$ cat src/rtl/branch_predict_unit.sv
// branch_predict_unit: branch resolution with flag register, 2-bit counter BHT, registered redirect and saturating stats.
// Ports: clk/rst (sync, active-high); flag_we/carry_in/sign_in load ALU flags;
// f_pc -> f_pred_taken is the combinational fetch lookup; ex_* resolve a branch in execute;
// taken/redirect/redirect_pc are registered results; br_count/mispred_count are saturating statistics.
module branch_predict_unit #(
    parameter int ADDR_W     = 32,
    parameter int BHT_DEPTH  = 16,
    parameter int PREDICT_EN = 1,
    parameter int CNT_W      = 16
) (
    input  logic              clk,
    input  logic              rst,
    input  logic              flag_we,
    input  logic              carry_in,
    input  logic [1:0]        sign_in,
    input  logic [ADDR_W-1:0] f_pc,
    output logic              f_pred_taken,
    input  logic              ex_valid,
    input  logic [2:0]        ex_cond,
    input  logic [ADDR_W-1:0] ex_pc,
    input  logic [ADDR_W-1:0] ex_target,
    input  logic              ex_pred_taken,
    output logic              taken,
    output logic              redirect,
    output logic [ADDR_W-1:0] redirect_pc,
    output logic [CNT_W-1:0]  br_count,
    output logic [CNT_W-1:0]  mispred_count
);
    localparam int IDX_W = $clog2(BHT_DEPTH);
    logic [1:0]        bht_q [BHT_DEPTH];
    logic              carry_q;
    logic [1:0]        sign_q;
    logic              taken_q, redirect_q;
    logic [ADDR_W-1:0] rpc_q, rpc_d;
    logic [CNT_W-1:0]  br_q, br_d, mis_q, mis_d;
    logic              carry_e, res, ev, mis;
    logic [1:0]        sign_e, ctr, ctr_d;
    logic [IDX_W-1:0]  f_idx, ex_idx;
    logic              unused_fpc;
    assign unused_fpc = ^f_pc;
    assign f_idx  = f_pc[IDX_W+1:2];
    assign ex_idx = ex_pc[IDX_W+1:2];
    assign f_pred_taken = (PREDICT_EN != 0) & bht_q[f_idx][1];
    // Flags written this cycle bypass the register so a compare-and-branch pair resolves correctly.
    assign carry_e = flag_we ? carry_in : carry_q;
    assign sign_e  = flag_we ? sign_in : sign_q;
    always_comb begin
        res = 1'b0;
        case (ex_cond)
            3'b001:  res = carry_e;
            3'b010:  res = ~carry_e;
            3'b011:  res = sign_e == 2'b01;
            3'b100:  res = sign_e == 2'b10;
            3'b101:  res = sign_e != 2'b10;
            3'b110:  res = 1'b1;
            3'b111:  res = sign_e == 2'b00;
            default: res = 1'b0;
        endcase
    end
    // The instruction in execute during a redirect cycle is wrong-path and must be ignored.
    assign ev    = ex_valid & (ex_cond != 3'b000) & ~redirect_q;
    assign mis   = ev & (res != ex_pred_taken);
    assign rpc_d = res ? ex_target : ADDR_W'(ex_pc + ADDR_W'(4));
    assign br_d  = (ev & ~&br_q) ? br_q + CNT_W'(1) : br_q;
    assign mis_d = (mis & ~&mis_q) ? mis_q + CNT_W'(1) : mis_q;
    assign ctr   = bht_q[ex_idx];
    assign ctr_d = res ? ((ctr == 2'b11) ? ctr : ctr + 2'd1) : ((ctr == 2'b00) ? ctr : ctr - 2'd1);
    always_ff @(posedge clk) begin
        if (rst) begin
            for (int i = 0; i < BHT_DEPTH; i++) bht_q[i] <= 2'b01;
            carry_q    <= 1'b0;
            sign_q     <= 2'b00;
            taken_q    <= 1'b0;
            redirect_q <= 1'b0;
            rpc_q      <= '0;
            br_q       <= '0;
            mis_q      <= '0;
        end else begin
            if (flag_we) begin
                carry_q <= carry_in;
                sign_q  <= sign_in;
            end
            taken_q    <= ev & res;
            redirect_q <= mis;
            if (mis) rpc_q <= rpc_d;
            br_q  <= br_d;
            mis_q <= mis_d;
            if (PREDICT_EN != 0 && ev) bht_q[ex_idx] <= ctr_d;
        end
    end
    assign taken         = taken_q;
    assign redirect      = redirect_q;
    assign redirect_pc   = rpc_q;
    assign br_count      = br_q;
    assign mispred_count = mis_q;
endmodule

$ cat config.mk
export PLATFORM = sky130hd
export DESIGN_NAME = branch_predict_unit
export DESIGN_NICKNAME = d
export VERILOG_FILES = /design/src/rtl/branch_predict_unit.sv
export SDC_FILE = /design/constraint.sdc
export NUM_CORES = 1
export LEC_CHECK = 0
export CORE_AREA = 2 2 101 175
export CTS_CLUSTER_DIAMETER = 50
export DETAILED_ROUTE_END_ITERATION = 8
export DIE_AREA = 0 0 103 177
export PLACE_DENSITY = 0.7
export SYNTH_ARGS = -nofsm -noshare
export SYNTH_HDL_FRONTEND = slang
export SYNTH_SLANG_ARGS = --single-unit
$ cat constraint.sdc
create_clock -name clk -period 7.2 [get_ports clk]
set_input_delay 1.8 -clock clk [delete_from_list [all_inputs] [get_ports clk]]
set_output_delay 1.8 -clock clk [all_outputs]
set_load 0.05 [all_outputs]
==> results of run 1 <==
[power by group]
group | leakage, nW | switching [mW] | internal [mW]
Combinational | 1.54 | 0.208 | 0.131
Clock | 0.142 | 0.226 | 0.249
Sequential | 0.843 | 0.0144 | 0.611
[flip-flops by register name (all words and copies together), names as in the netlist]
register,cells
redirect,1
taken,1
sign_q,2
bht_q,32
redirect_pc,32
br_count,16
mispred_count,16
carry_q,1
[layer usage]
layer,wire [microns],vias to the layer above
met3,1197,35
li1,-,2571
met2,9498,190
met4,699,0
met5,0,-
met1,6385,2572
[placed cells by master, fill, tap and decap left out, types with 13 or more instances in the layout]
cell type,count
a21oi_1,39
clkdlybuf4s50_1,144
dfxtp_1,69
edfxtp_1,32
inv_1,24
mux2i_1,16
mux4_2,14
nand2_1,33
nand3_1,39
nand4_1,16
nor2_1,49
nor3_1,20
o211ai_1,13
o21ai_0,34
o31ai_1,22
xnor2_1,18
xor2_1,16
[per-stage QoR]
stage | setup WS [ns] | instance area, sq um | hold slack, ns | std cells
2_1_floorplan | 2.506 | 5779 | 0.5209 | 624
3_3_place_gp | 1.211 | 7350 | 0.4619 | 955
3_5_place_dp | 1.188 | 7350 | 0.4670 | 955
4_1_cts | 1.184 | 7636 | 0.4889 | 971
5_1_grt | 1.151 | 7636 | 0.5102 | 971
6_report | 1.205 | 7636 | 0.4853 | 971
[cell families after synthesis]
family          Yosys count  share of synthesized area, %
xor+xnor                 34                         5.153
compound gates          152                         17.90
mux                      38                         10.00
buf+inv                  70                         4.979
flops                   101                         40.53
fa+ha+maj                 6                         1.299
simple gates            223                         20.13
[cells in the mapped netlist, types with 3 or more instances]
library cell,instances
nor4_1,5
edfxtp_1,32
a22o_1,5
o211ai_1,13
o21ai_0,34
clkbuf_1,31
buf_1,5
mux2i_1,16
and4_1,6
o31ai_1,22
o221a_2,10
ha_1,6
and2_1,3
nor2b_1,7
buf_2,7
and3_1,9
inv_1,24
nor2_1,49
nor3_1,20
xor2_1,16
nand3_1,39
mux2_2,4
nand2b_1,6
dfxtp_1,69
or4_1,11
xnor2_1,18
or3_1,8
a21oi_1,39
mux4_2,14
nand2_1,33
nand3b_1,3
nand4_1,16
a31oi_1,3
nor3b_1,4
[critical path: stages]
cell             delay [ns]
clkdlybuf4s50_1        0.65
mux4_2                 0.56
mux4_2                 0.47
clkdlybuf4s50_1        0.71
[worst min path at each step]
stage               startpoint              end  slack (ns)
2_1_floorplan        sign_q[1]        sign_q[1]        0.52
3_3_place_gp   redirect_pc[30]  redirect_pc[30]        0.46
3_5_place_dp   redirect_pc[15]  redirect_pc[15]        0.47
4_1_cts        redirect_pc[15]  redirect_pc[15]        0.49
5_1_grt        redirect_pc[12]  redirect_pc[12]        0.51
6_report       redirect_pc[15]  redirect_pc[15]        0.49
[cell type report]
class	instances	area share [%]
inverters	24	1.180
flip-flops and latches	101	30.67
multi-input cells	453	41.24
well taps	227	3.719
clock inverters	5	0.5735
repair buffers	150	19.43
clock buffers	11	3.179
==> reports/metrics.cfg, run 1 <==
[run_status]
status=finished, final reports clean

[global_route]
grt-ovfl-total=0
use_met1_pct=20.66
met3_usage_pct=4.147
grt.busiest_layer=met2
antenna_found_initial=0
grt_pass1_vias=5249
grt_pass1_wl_microns=27140
grt_use_met2_pct=35.42
grt_max_degree=54
grt_use_total_pct=19.36

[setup_path]
cp_data_required_time_ns=5.40
crit_type=primary input to output pin
critPathMaxFanout=4
worstSetupEndpoint=f_pred_taken
cp-startpoint=f_pc[2]
r2r_start=carry_q
r2r_slack_ns=4.27
cp-start-kind=primary input
arrival_ns=4.19
cp-end-kind=output pin
r2r-end=redirect_pc[0]
r2r_cells=6

[layout]
area_delta_synth_final_pct=32.13
fillers=1690
multi_input_area_sq_um=3149
regArea_sq_um=2342
diodes=0
nets=852
fin_util_pct=45.27
drive_gt1_share_pct=7.796

[sta]
slew_violations=0
clock.fmax_ghz=0.1668
rsz0062_at_grt=false
clock_skew_ns=0.01032
timing.setup.tns_ns=0
finalHoldViolations=0
fin_crit_sh_pct=83.26
max_slew_margin_pct=20.17
setup_viol=0
timing.final.crit_period_ns=5.995
worstMarginPinSlew_ns=1.189

[synth]
synth-seq-cells=101
synthesis.area_sq_um=5779
synth_largest_type_area_fraction_pct=23.90
synth_warnings=0
synth_fp_nets=737
ys_async_sr_fraction_pct=0
ys_types=61
synth.avg_cell_area_sq_um=9.262
synth_top_flop_cell=dfxtp_1
synth.area.top_cells=dfxtp_1, edfxtp_1, mux4_2, a21oi_1, nand3_1
ys_seq_area_share_pct=40.53
syn_inst=624
synth_edf_count=32
synth_top_area_cell=dfxtp_1

[detailed_routing]
remaining_drc_errors=0
wirelength_microns=17780
drtIter0Drc=320
dr.pass1.iters=5
vias=5368
viasPerCell=5.528
postRouteAntennaNets=0
post_drt_wl_per_cell_microns=18.31

[clock_tree]
clk_pin_slew_worst_paths_ns=0.07
cts_resized=0
cts_max_level=3
clk_latency_ns=0.34
clockBufferDepth=2
cts_setup_buffers=0
cts_tree=done
ctsHoldBuffers=0
cts_made_buffers=9
cts-root-buf=clkbuf_16
cts_sinks=101

[floorplanning]
dieArea_sq_um=18230
num_rows=63
io_pins=174
start_util_pct=34.26
core_area_sq_um=16870
die_h_microns=177
die_x_microns=103

[hold_path]
hold_path_class=flop to flop
hold-path-cell-count=1

[place]
dpl.hpwl_microns=13020
io_buffer_count=145
routabilityCongestion=0.8371

[run]
cap_violations=0

[pwr]
ir_drop_mv=0.1115
pwr_density_cell_nw_per_um2=188.5
power.leakage_nw=2.526
power_mw=1.439

Note: power is estimated with default switching activity, not from simulation.
==> inputs of run 2 (changes only) <==
clock period = 6.1 ns   (was 7.2 ns; I/O delays follow)
==> reports/metrics.cfg, run 2 (synthesis results as in run 1) <==
[pwr]
ir_drop_mv=0.1233  ; +11%
power.leakage_nw=2.521  ; -0.20%
pwr_density_cell_nw_per_um2=221.4  ; +17%
power_mw=1.692  ; +18%

[sta]
timing.setup.tns_ns=0  ; unchanged
max_slew_margin_pct=21.70  ; +1.5 points
finalHoldViolations=0  ; unchanged
clock.fmax_ghz=0.1832
clock_skew_ns=0.009218  ; -0.001097 ns
slew_violations=0  ; unchanged
worstMarginPinSlew_ns=1.175  ; -0.01494 ns
setup_viol=0  ; unchanged
rsz0062_at_grt=false
holdWs_ns=0.4828  ; -0.002519 ns
fin_crit_sh_pct=89.49
timing.final.crit_period_ns=5.459

[setup_path]
worstSetupEndpoint=f_pred_taken
cp-end-kind=output pin
cp-start-kind=primary input
r2r_start=redirect
cp-startpoint=f_pc[2]
crit_type=primary input to output pin
critPathMaxFanout=4  ; unchanged
r2r_cells=6  ; unchanged
r2r-end=bht_q[7][0]
r2r_slack_ns=3.10  ; -1.17 ns
cp_data_required_time_ns=4.58  ; -0.82 ns
arrival_ns=3.93  ; -0.26 ns

[floorplanning]
die_x_microns=103  ; unchanged
core_area_sq_um=16870  ; unchanged
dieArea_sq_um=18230  ; unchanged
start_util_pct=34.26  ; unchanged
num_rows=63  ; unchanged
die_h_microns=177  ; unchanged
io_pins=174  ; unchanged

[layout]
final_common_cell=clkdlybuf4s50_1
final_cell_mix=clkdlybuf4s50_1, dfxtp_1, nor2_1
diodes=0  ; unchanged
nets=853  ; +0.12%
finalNonFillerCells=972  ; +0.10%
area_delta_synth_final_pct=32.17  ; about the same
drive_gt1_share_pct=7.919  ; +0.12 points
fillers=1641  ; -2.9%

[clock_tree]
cts_made_buffers=9  ; unchanged
cts_tree=done
cts_resized=0  ; unchanged
cts_setup_buffers=0  ; unchanged
clk_latency_ns=0.35  ; about the same
clockBufferDepth=2  ; unchanged
cts-root-buf=clkbuf_16
ctsHoldBuffers=0  ; unchanged
cts_max_level=3  ; unchanged
clk_pin_slew_worst_paths_ns=0.07  ; about the same
cts_sinks=101  ; unchanged

[hold_path]
hold_path_class=flop to flop

[detailed_routing]
wirelength_microns=17600  ; -1.0%
post_drt_wl_per_cell_microns=18.10  ; -1.1%
viasPerCell=5.473  ; -1.0%
postRouteAntennaNets=0  ; unchanged
remaining_drc_errors=0  ; unchanged
vias=5320  ; -0.89%
drtIter0Drc=285  ; -11%
dr.pass1.iters=5  ; unchanged

[place]
dpl.hpwl_microns=13110  ; +0.68%
io_buffer_count=145  ; unchanged
place_inst=956  ; +0.10%
routabilityCongestion=0.8511  ; +1.7%

[run]
cap_violations=0  ; unchanged

[global_route]
grt_max_degree=54  ; unchanged
grt_pass1_wl_microns=27040  ; -0.38%
grt-ovfl-total=0  ; unchanged
antenna_found_initial=0  ; unchanged
grt_pass1_vias=5212  ; -0.70%
grt_use_total_pct=19.48  ; +0.11 points

[run_status]
status=finished, final reports clean

## run 2: critical path, stage by stage
cell and delay, ns:
clkdlybuf4s50_1 0.64, mux4_2 0.58, mux4_2 0.48, clkdlybuf4s50_1 0.71
## run 2: layout make-up
class,instances,area [sq um],area share [%]
multi-input cells,453,3149,41.23
clock inverters,7,56.30,0.7371
clock buffers,9,225.2,2.948
flip-flops and latches,101,2342,30.66
well taps,227,284.0,3.718
inverters,24,90.09,1.179
repair buffers,151,1491,19.52
## run 2: power by group
| group | total [mW] | switching (mW) | internal, mW |
|---|---|---|---|
| clock network | 0.553 | 0.271 | 0.282 |
| logic | 0.400 | 0.245 | 0.155 |
| registers | 0.739 | 0.0175 | 0.721 |
| total | 1.69 | 0.533 | 1.16 |
## run 2: worst min-delay path by stage
stage               cells after the start             from               to
floorplan                               2        sign_q[1]        sign_q[1]
global placement                        1  redirect_pc[30]  redirect_pc[30]
detailed placement                      1  redirect_pc[30]  redirect_pc[30]
CTS                                     1  redirect_pc[30]  redirect_pc[30]
global route                            1  redirect_pc[30]  redirect_pc[30]
finish                                  1  redirect_pc[30]  redirect_pc[30]
## run 2: routing by layer
layer / part of all wire (%) / track usage, % / vias up
met1: 34 / 20.50 / 2530
met3: 8.2 / 4.542 / 24
met2: 55 / 36.17 / 185
li1: - / - / 2581
met5: 0 / 0 / -
met4: 2.6 / 7.730 / 0
## run 2: stage by stage
step	setup slack (ns)	instance area [sq um]	utilization, %
global placement	0.6744	7357	43.61
finish	0.6412	7639	45.28
floorplan	1.956	5779	-
CTS	0.6366	7639	45.28
global route	0.5840	7639	45.28
detailed placement	0.6409	7357	43.61
==> inputs of run 3 (changes only) <==
CTS_BUF_LIST = sky130_fd_sc_hd__clkbuf_16   (was not set)
RECOVER_POWER = 50   (was not set)
==> reports/metrics.cfg, run 3 (synthesis results as in run 1) <==
[global_route]
grt_pass1_vias=5212  ; unchanged
grt-ovfl-total=0  ; unchanged
grt_max_degree=54  ; unchanged
grt_use_total_pct=19.48  ; unchanged
grt_pass1_wl_microns=27040  ; unchanged
antenna_found_initial=0  ; unchanged

[detailed_routing]
postRouteAntennaNets=0  ; unchanged
remaining_drc_errors=0  ; unchanged
drtIter0Drc=287  ; +0.70%
wirelength_microns=17640  ; +0.25%
dr.pass1.iters=5  ; unchanged
viasPerCell=5.467  ; -0.11%
vias=5314  ; -0.11%
post_drt_wl_per_cell_microns=18.15  ; +0.25%

[clock_tree]
cts_setup_buffers=0  ; unchanged
cts_resized=0  ; unchanged
cts_sinks=101  ; unchanged
cts_tree=done
clockBufferDepth=2  ; unchanged
cts-root-buf=clkbuf_16
cts_max_level=3  ; unchanged
clk_latency_ns=0.35  ; about the same
cts_made_buffers=9  ; unchanged
clk_pin_slew_worst_paths_ns=0.07  ; about the same
ctsHoldBuffers=0  ; unchanged

[setup_path]
r2r-end=bht_q[7][0]
cp-end-kind=output pin
arrival_ns=3.94  ; about the same
r2r_slack_ns=2.85  ; -0.25 ns
cp_top_family=buffers and inverters
cp_data_required_time_ns=4.58  ; about the same
critPathMaxFanout=4  ; unchanged
cp-start-kind=primary input
slowest_delay_ns=0.71  ; about the same
r2r_start=redirect
crit_buf_inv=2  ; unchanged
crit_type=primary input to output pin
cp_cell_sequence=clkdlybuf4s50_1, mux4_2, mux4_2, clkdlybuf4s50_1
crit_path_top_delay_cell=clkdlybuf4s50_1
r2r_cells=6  ; unchanged

[pwr]
pwr_density_cell_nw_per_um2=220.5  ; -0.43%
power_mw=1.683  ; -0.53%
power.leakage_nw=2.737  ; +8.5%
ir_drop_mv=0.1229  ; -0.33%

[sta]
timing.final.crit_period_ns=5.464  ; +0.004932 ns
clock_skew_ns=0.01072  ; +0.001504 ns
clock.fmax_ghz=0.1830  ; about the same
postLayoutSetupSlackWorst_ns=0.6363  ; -0.004932 ns
rsz0062_at_grt=false
max_slew_margin_pct=21.93  ; +0.23 points
slew_violations=0  ; unchanged
timing.setup.tns_ns=0  ; unchanged
holdWs_ns=0.4786  ; -0.004224 ns
finalHoldViolations=0  ; unchanged
setup_viol=0  ; unchanged
fin_crit_sh_pct=89.57  ; about the same
worstMarginPinSlew_ns=1.171  ; -0.003468 ns

[floorplanning]
die_h_microns=177  ; unchanged
num_rows=63  ; unchanged
core_area_sq_um=16870  ; unchanged
start_util_pct=34.26  ; unchanged
dieArea_sq_um=18230  ; unchanged
io_pins=174  ; unchanged
die_x_microns=103  ; unchanged

[layout]
final_cell_area_sq_um=7631  ; about the same
area_delta_synth_final_pct=32.04  ; about the same
final_common_cell=clkdlybuf4s50_1
final_cell_mix=clkdlybuf4s50_1, dfxtp_1, dlygate4sd3_1
nets=853  ; unchanged
drive_gt1_share_pct=7.651  ; -0.27 points
fillers=1644  ; +0.18%
diodes=0  ; unchanged

[hold_path]
hold_end=redirect_pc[10]
hold_path_class=flop to flop
hold-path-cell-count=1  ; unchanged
hp-start=redirect_pc[10]

[place]
routabilityCongestion=0.8511  ; unchanged
io_buffer_count=145  ; unchanged
pre_cts_ws_ns=0.6409  ; unchanged
dpl.hpwl_microns=13110  ; unchanged
placed_area_sq_um=7357  ; unchanged

[run_status]
status=finished, final reports clean

[run]
cap_violations=0  ; unchanged

## run 3: cell count changes in the layout (fill, tap and decap cells not counted)
| cell | change |
|---|---|
| mux2i_1 | +2 |
| and2_0 | +1 |
| and2_1 | -1 |
| dlygate4sd3_1 | +69 |
| clkdlybuf4s50_1 | -69 |
| mux2i_2 | -2 |
## run 3: how the worst max path moves through the flow
stage / startpoint / endpoint / cells past startpoint
3_5_place_dp: f_pc[2] / f_pred_taken / 4
3_3_place_gp: f_pc[2] / f_pred_taken / 4
2_1_floorplan: f_pc[2] / f_pred_taken / 2
5_1_grt: f_pc[2] / f_pred_taken / 4
6_report: f_pc[2] / f_pred_taken / 4
4_1_cts: f_pc[2] / f_pred_taken / 4
## run 3: worst reg2reg max path, cell delays in order (launching register included)
cell	delay (ns)
dfxtp_1	0.32
nor2b_1	0.19
and2_0	0.72
nand2_1	0.65
a21oi_1	0.75
buf_4	0.28
nand3_1	0.09
## run 3: final cells by class
type	count	area [sq um]	share of cell area (%)
multi-input combinational	453	3142	41.17
tap	227	284.0	3.722
clock buffer	9	225.2	2.951
clock inverter	7	56.30	0.7378
sequential	101	2342	30.69
inverter	24	90.09	1.181
timing repair buffer	151	1491	19.54
## run 3: per-stage QoR
stage | util, % | cells
after floorplan | - | 624
after global placement | 43.61 | 956
after detailed placement | 43.61 | 956
after CTS | 45.28 | 972
after global routing | 45.24 | 972
final | 45.24 | 972
## run 3: metal layers
| metal | up-vias | share of wire (%) | wire length, microns | global-route usage, % |
|---|---|---|---|---|
| met5 | - | 0 | 0 | 0 |
| met4 | 0 | 2.7 | 482 | 7.730 |
| met3 | 27 | 7.0 | 1233 | 4.542 |
| met2 | 160 | 55 | 9660 | 36.17 |
| met1 | 2542 | 36 | 6264 | 20.50 |
| li1 | 2585 | - | - | - |
## run 3: power breakdown
| group | switching, mW | leakage [nW] | internal (mW) | total, mW |
|---|---|---|---|---|
| Sequential | 0.0165 | 0.843 | 0.721 | 0.738 |
| Clock | 0.272 | 0.132 | 0.282 | 0.554 |
| Combinational | 0.245 | 1.76 | 0.146 | 0.391 |
==> edit 1: new RTL, config.mk and constraints of run 2 <==
Reset style: asynchronous (`rst`), changed in one clocked block.
--- a/src/rtl/branch_predict_unit.sv
+++ b/src/rtl/branch_predict_unit.sv
@@ -65,7 +65,7 @@
     assign mis_d = (mis & ~&mis_q) ? mis_q + CNT_W'(1) : mis_q;
     assign ctr   = bht_q[ex_idx];
     assign ctr_d = res ? ((ctr == 2'b11) ? ctr : ctr + 2'd1) : ((ctr == 2'b00) ? ctr : ctr - 2'd1);
-    always_ff @(posedge clk) begin
+    always_ff @(posedge clk or posedge rst) begin
         if (rst) begin
             for (int i = 0; i < BHT_DEPTH; i++) bht_q[i] <= 2'b01;
             carry_q    <= 1'b0;
Behaviour: differs if rst is asserted again (counterexample within 4 cycles, from zero or initial values and one cycle with rst high); with rst held inactive, the same outputs for 4 cycles.
==> edit 1 against run 2 <==
- sequential share of layout area increased by 1.1 points
- register-to-register slack got worse by 0.05 ns
- wire length decreased by 4.6%
- area after synthesis is 4.7% higher
- sequential cell count unchanged
- cell area is 5.1% higher
- critical path depth did not move
- global-route usage down 0.93 points
- worst setup slack worse by 0.011 ns
- first-iteration DRC count decreased by 45%
- non-clock buffer count up 2
- highest routed layer unchanged
Power is not compared: it rests on default switching activity, and its combinational part moved more than twofold at a synthesized area within 25%.
==> edit 1: results (changes against run 2) <==
* Multiplexer share of the synthesized area: 24.7% (+15 points)
* Max Root-Sink Buffers: 2 (unchanged)
- Number of hold-repair buffers added at the cts stage: 0 (unchanged)
- The number of warning messages in the yosys log came to 0 (unchanged).
* Clock slew at the register clock pins of the worst setup and hold paths: 0.08 ns
- The initial antenna violation count was 0 (unchanged).
* Post-synthesis share of cell area spent on xor and xnor gates: 8.10% (+3.0 points)
- The total routing resource utilization after global routing came to 18.5% (-0.93 points).
- The proportion of synthesized chip area in sequential cells is 42.1% (+1.6 points).
* Class of the most critical hold timing path: reg -> reg
- The post-CTS setup-driven buffer insertion count is 0 (unchanged).
- Root buffer cell: clkbuf_16
- Max-slew headroom: 30.6% (+8.9 points)
* Sw Ratio: 38.8%
- N_diodes: 0 (unchanged)
* Fillcell total: 1556 (-5.2%)
* Drt pass-1 iters: 5 (unchanged)
- Number of nets in the layout: 768 (-10%)
* Max Fanout on Critical Path: 4 (unchanged)
* Net Count, Synth: 629 (-15%)
- Final setup skew: 0.0185 ns (+0.00929 ns)
- The post-synthesis adder-cell area fraction came to 1.61% (+0.31 points).
- Count of unique library cells instantiated by Yosys: 60 (-1.6%)
* # port buffers: 145 (unchanged)
- The wire length of the first global-routing pass is 26.2 mm (-2.9%).
* Fraction of final layout cells with drive strength greater than 1: 24.5% (+17 points)
- The post-placement worst setup slack was 0.617 ns (-0.0234 ns).
- The total number of H-tree levels is 3 (unchanged).
- The total routed wirelength was 16.8 mm (-4.6%).
- Cells taking the most area after synthesis: dfrtp_1 35%, mux2_2 11%, mux2_4 7.2%
- Weighted congestion at the end of routability-driven global placement: 0.884 (+3.8%)
- Most used standard cells in the synthesized netlist: 85 x dfrtp_1, 59 x mux2_2, 45 x nand3_1, 43 x xnor2_1, 29 x mux2_4
- The area fraction in compound gates after synthesis was 5.00% (-13 points).
* Critical Path AT: 3.94 ns (about the same)
* Maximum number of pins on one net before global-route repair: 59 (+9.3%)
- The share of async-settable or async-resettable flops after synthesis came to 100% (+100 points).
* Via-to-Cell Ratio: 5.40 (-1.4%)
- Across the VDD grid, the largest voltage drop is 0.000174 V.
- Latest clock arrival within the worst-skew pair: 0.35 ns (about the same)
- The TritonCTS buffer count came to 9 (unchanged).
- For this design the static power due to leakage is 3.22 nW.
- The detailed placement HPWL was 12.6 mm (-4.0%).
- Iter 0 DRT Violations: 157 (-45%)
- Via count of the first global-routing pass: 5136 (-1.5%)
- The quantity of gates resized following cts came to 0 (unchanged).
* Run status: finished, final reports clean
[edit 1: final cells by class]
| cell class | count | area share, % |
|---|---|---|
| flip-flops and latches | 101 | 31.7 |
| well taps | 227 | 3.54 |
| inverters | 9 | 0.452 |
| multi-input cells | 381 | 41.4 |
| clock buffers | 10 | 2.85 |
| clock inverters | 6 | 1.17 |
| repair buffers | 153 | 18.8 |
[edit 1: per-layer routing]
metal / GRT usage, % / wire length [µm] / vias to the layer above
met2: 34.0 / 9200 / 196
met1: 20.7 / 6340 / 2376
met4: 7.68 / 351 / 0
met5: 0 / 0 / -
met3: 2.88 / 901 / 29
li1: - / - / 2188
[edit 1: cell families (layout without fill, tap and decap cells)]
family / count (synthesis) / in the layout
AND/OR/NAND/NOR: 172 / 172
XOR/XNOR: 56 / 56
AO/OA/AOI/OAI: 36 / 36
multiplexers: 109 / 109
buffers and inverters: 34 / 178
flip-flops: 101 / 101
adder cells (fa/ha/maj): 8 / 8
[edit 1: worst max-delay path, stage by stage]
cell and delay, ns:
clkdlybuf4s50_1 0.64, mux4_2 0.57, mux4_2 0.49, clkdlybuf4s50_1 0.72
[edit 1: power groups by stage]
stage | Combinational [mW] | Sequential [mW] | Clock, mW
final | 1.20 | 1.02 | 0.636
after floorplan | 0.429 | 1.39 | 0
after global placement | 1.19 | 1.02 | 0
after global routing | 1.26 | 1.05 | 0.680
after CTS | 1.21 | 1.02 | 0.653
after detailed placement | 1.21 | 1.03 | 0
[edit 1: final timing paths]
| path | slack (ns) | to | cells past startpoint | from |
|---|---|---|---|---|
| setup / recovery | 0.63 | f_pred_taken | 4 | f_pc[2] |
| hold / removal | 0.50 | mispred_count[9] | 1 | mispred_count[9] |
| setup reg to reg | 3.05 | redirect_pc[19] | 8 | sign_q[0] |
| hold reg to reg | 0.50 | mispred_count[9] | 1 | mispred_count[9] |
| max in group asynchronous | 3.33 | bht_q[31] | 3 | rst |
| min in group asynchronous | 1.67 | br_count[13] | 2 | rst |
[edit 1: per-stage QoR]
stage,cells,area [µm²]
global placement,871,7700
detailed placement,871,7700
floorplan,516,6050
global route,887,8030
CTS,887,8030
finish,887,8030
==> edit 2: new RTL, config.mk and constraints of run 2 <==
Made on the original files. `CNT_W`: 16 -> 18.
--- a/src/rtl/branch_predict_unit.sv
+++ b/src/rtl/branch_predict_unit.sv
@@ -6,7 +6,7 @@
     parameter int ADDR_W     = 32,
     parameter int BHT_DEPTH  = 16,
     parameter int PREDICT_EN = 1,
-    parameter int CNT_W      = 16
+    parameter int CNT_W      = 18
 ) (
     input  logic              clk,
     input  logic              rst,
Ports: changed (resized br_count and mispred_count); port bits go from 174 to 178. No check against the original RTL was run, so the function may have changed too.
==> edit 2 against run 2 <==
- sequential cell count rose by 4
- cell area up 4.3%
- synthesized cell count rose by 2.7%
- combinational power shrank 2%
- worst setup slack improved by 0.071 ns
- area after synthesis increased by 4.8%
- cell count increased by 2.3%
- count of clock-buffer cells in the layout increased by 1
- clock power is 4.5% higher
- power up 2.6%
- wire length increased by 0.20%
==> edit 2: results (changes against run 2) <==
* Count of unique library cells instantiated by Yosys: 56 (-8.2%)
* Final clock-cell share: 3.61% (-0.074 points)
* Run status: finished, final reports clean
* Final WL: 17.6 mm (+0.20%)
- Ranked by total cell area, the synthesized netlist is headed by dfxtp_1 24%, edfxtp_1 16%, mux4_2 5.6%.
- Global-route total usage across every layer: 19.4% (-0.096 points)
* Clock net sink count: 105 (+4.0%)
- Iter 0 DRT Violations: 256 (-10%)
* Ratio of total power to cell area: 218 nW/µm² (-1.7%)
* Via-to-Cell Ratio: 5.46 (-0.30%)
- The multi-input combinational cell area came to 3400 µm² (+8.1%).
- Layout multi-input combinational cell count: 480 (+6.0%)
* Via count of the first global-routing pass: 5294 (+1.6%)
* Number of nets in the layout: 875 (+2.6%)
- Fillcell total: 1669 (+1.7%)
- Instance area at placement: 7680 µm² (+4.4%)
* Met2 wire len: 9.54 mm (-1.1%)
- Detailed-placement wirelength estimate: 13.0 mm (-1.0%)
- Net Count, Synth: 754 (+2.3%)
* Detailed-routing wirelength on met1: 6.52 mm (+8.1%)
- The met3 wire length came to 938 µm (-35%).
- The number of clock buffers in the layout is 10 (+1).
- The largest vdd supply drop came to 0.000112 V (-9.0%).
* Final setup skew: 0.00880 ns (-0.000423 ns)
* Share of the core filled with cells: 47.2% (+2.0 points)
- The number of cells traversed by the worst hold path was 2 (+1).
* Hold Slack: 0.465 ns (-0.0174 ns)
- Maximum number of pins on one net before global-route repair: 62 (+15%)
- The average size of a mapped cell came to 9.45 µm² (+2.0%).
- The post-placement worst setup slack was 0.690 ns (+0.0495 ns).
==> edit 2: cell count changes in the layout (fill, tap and decap cells not counted), moves of 10 or more <==
cell | run 2 | this run
o21bai_1 | 1 | 11
nand3_1 | 39 | 29
a21oi_1 | 39 | 25
xor2_1 | 16 | 29
inv_1 | 24 | 12
o2bb2ai_1 | 0 | 12
nor2b_1 | 7 | 22
==> edit 2: metal layers <==
layer  global-route usage, %  vias up
met2                    35.3      157
met3                    3.79       34
met1                    20.9     2587
met4                    8.83        0
met5                       0        -
li1                        -     2646
==> edit 2: logic make-up (layout without fill, tap and decap cells) <==
| family | after synthesis | in the layout | synth area share, % |
|---|---|---|---|
| muxes | 36 | 36 | 9.29 |
| and+or+nand+nor | 251 | 251 | 22.4 |
| AOI/OAI and AO/OA | 146 | 146 | 17.2 |
| xor gates and xnor gates | 41 | 41 | 5.93 |
| DFF | 105 | 105 | 40.0 |
| adders and majority gates | 6 | 6 | 1.24 |
| buffers and inverters | 56 | 182 | 3.90 |
==> edit 2: power breakdown <==
group	internal [mW]	switching (mW)	leakage [nW]	total (mW)
clock network	0.316	0.261	0.138	0.578
registers	0.746	0.0177	0.881	0.764
logic	0.157	0.237	1.63	0.394
total	1.22	0.516	2.65	1.73
==> edit 2: final timing paths <==
check                                    start         endpoint
worst max-delay path                   f_pc[2]     f_pred_taken
worst min-delay path            redirect_pc[1]   redirect_pc[1]
worst max register to register       sign_q[0]  redirect_pc[11]
worst min register to register  redirect_pc[1]   redirect_pc[1]
==> edit 2: critical path, stage by stage <==
cell	delay (ns)
clkdlybuf4s50_1	0.62
mux4_2	0.54
mux4_2	0.47
clkdlybuf4s50_1	0.71
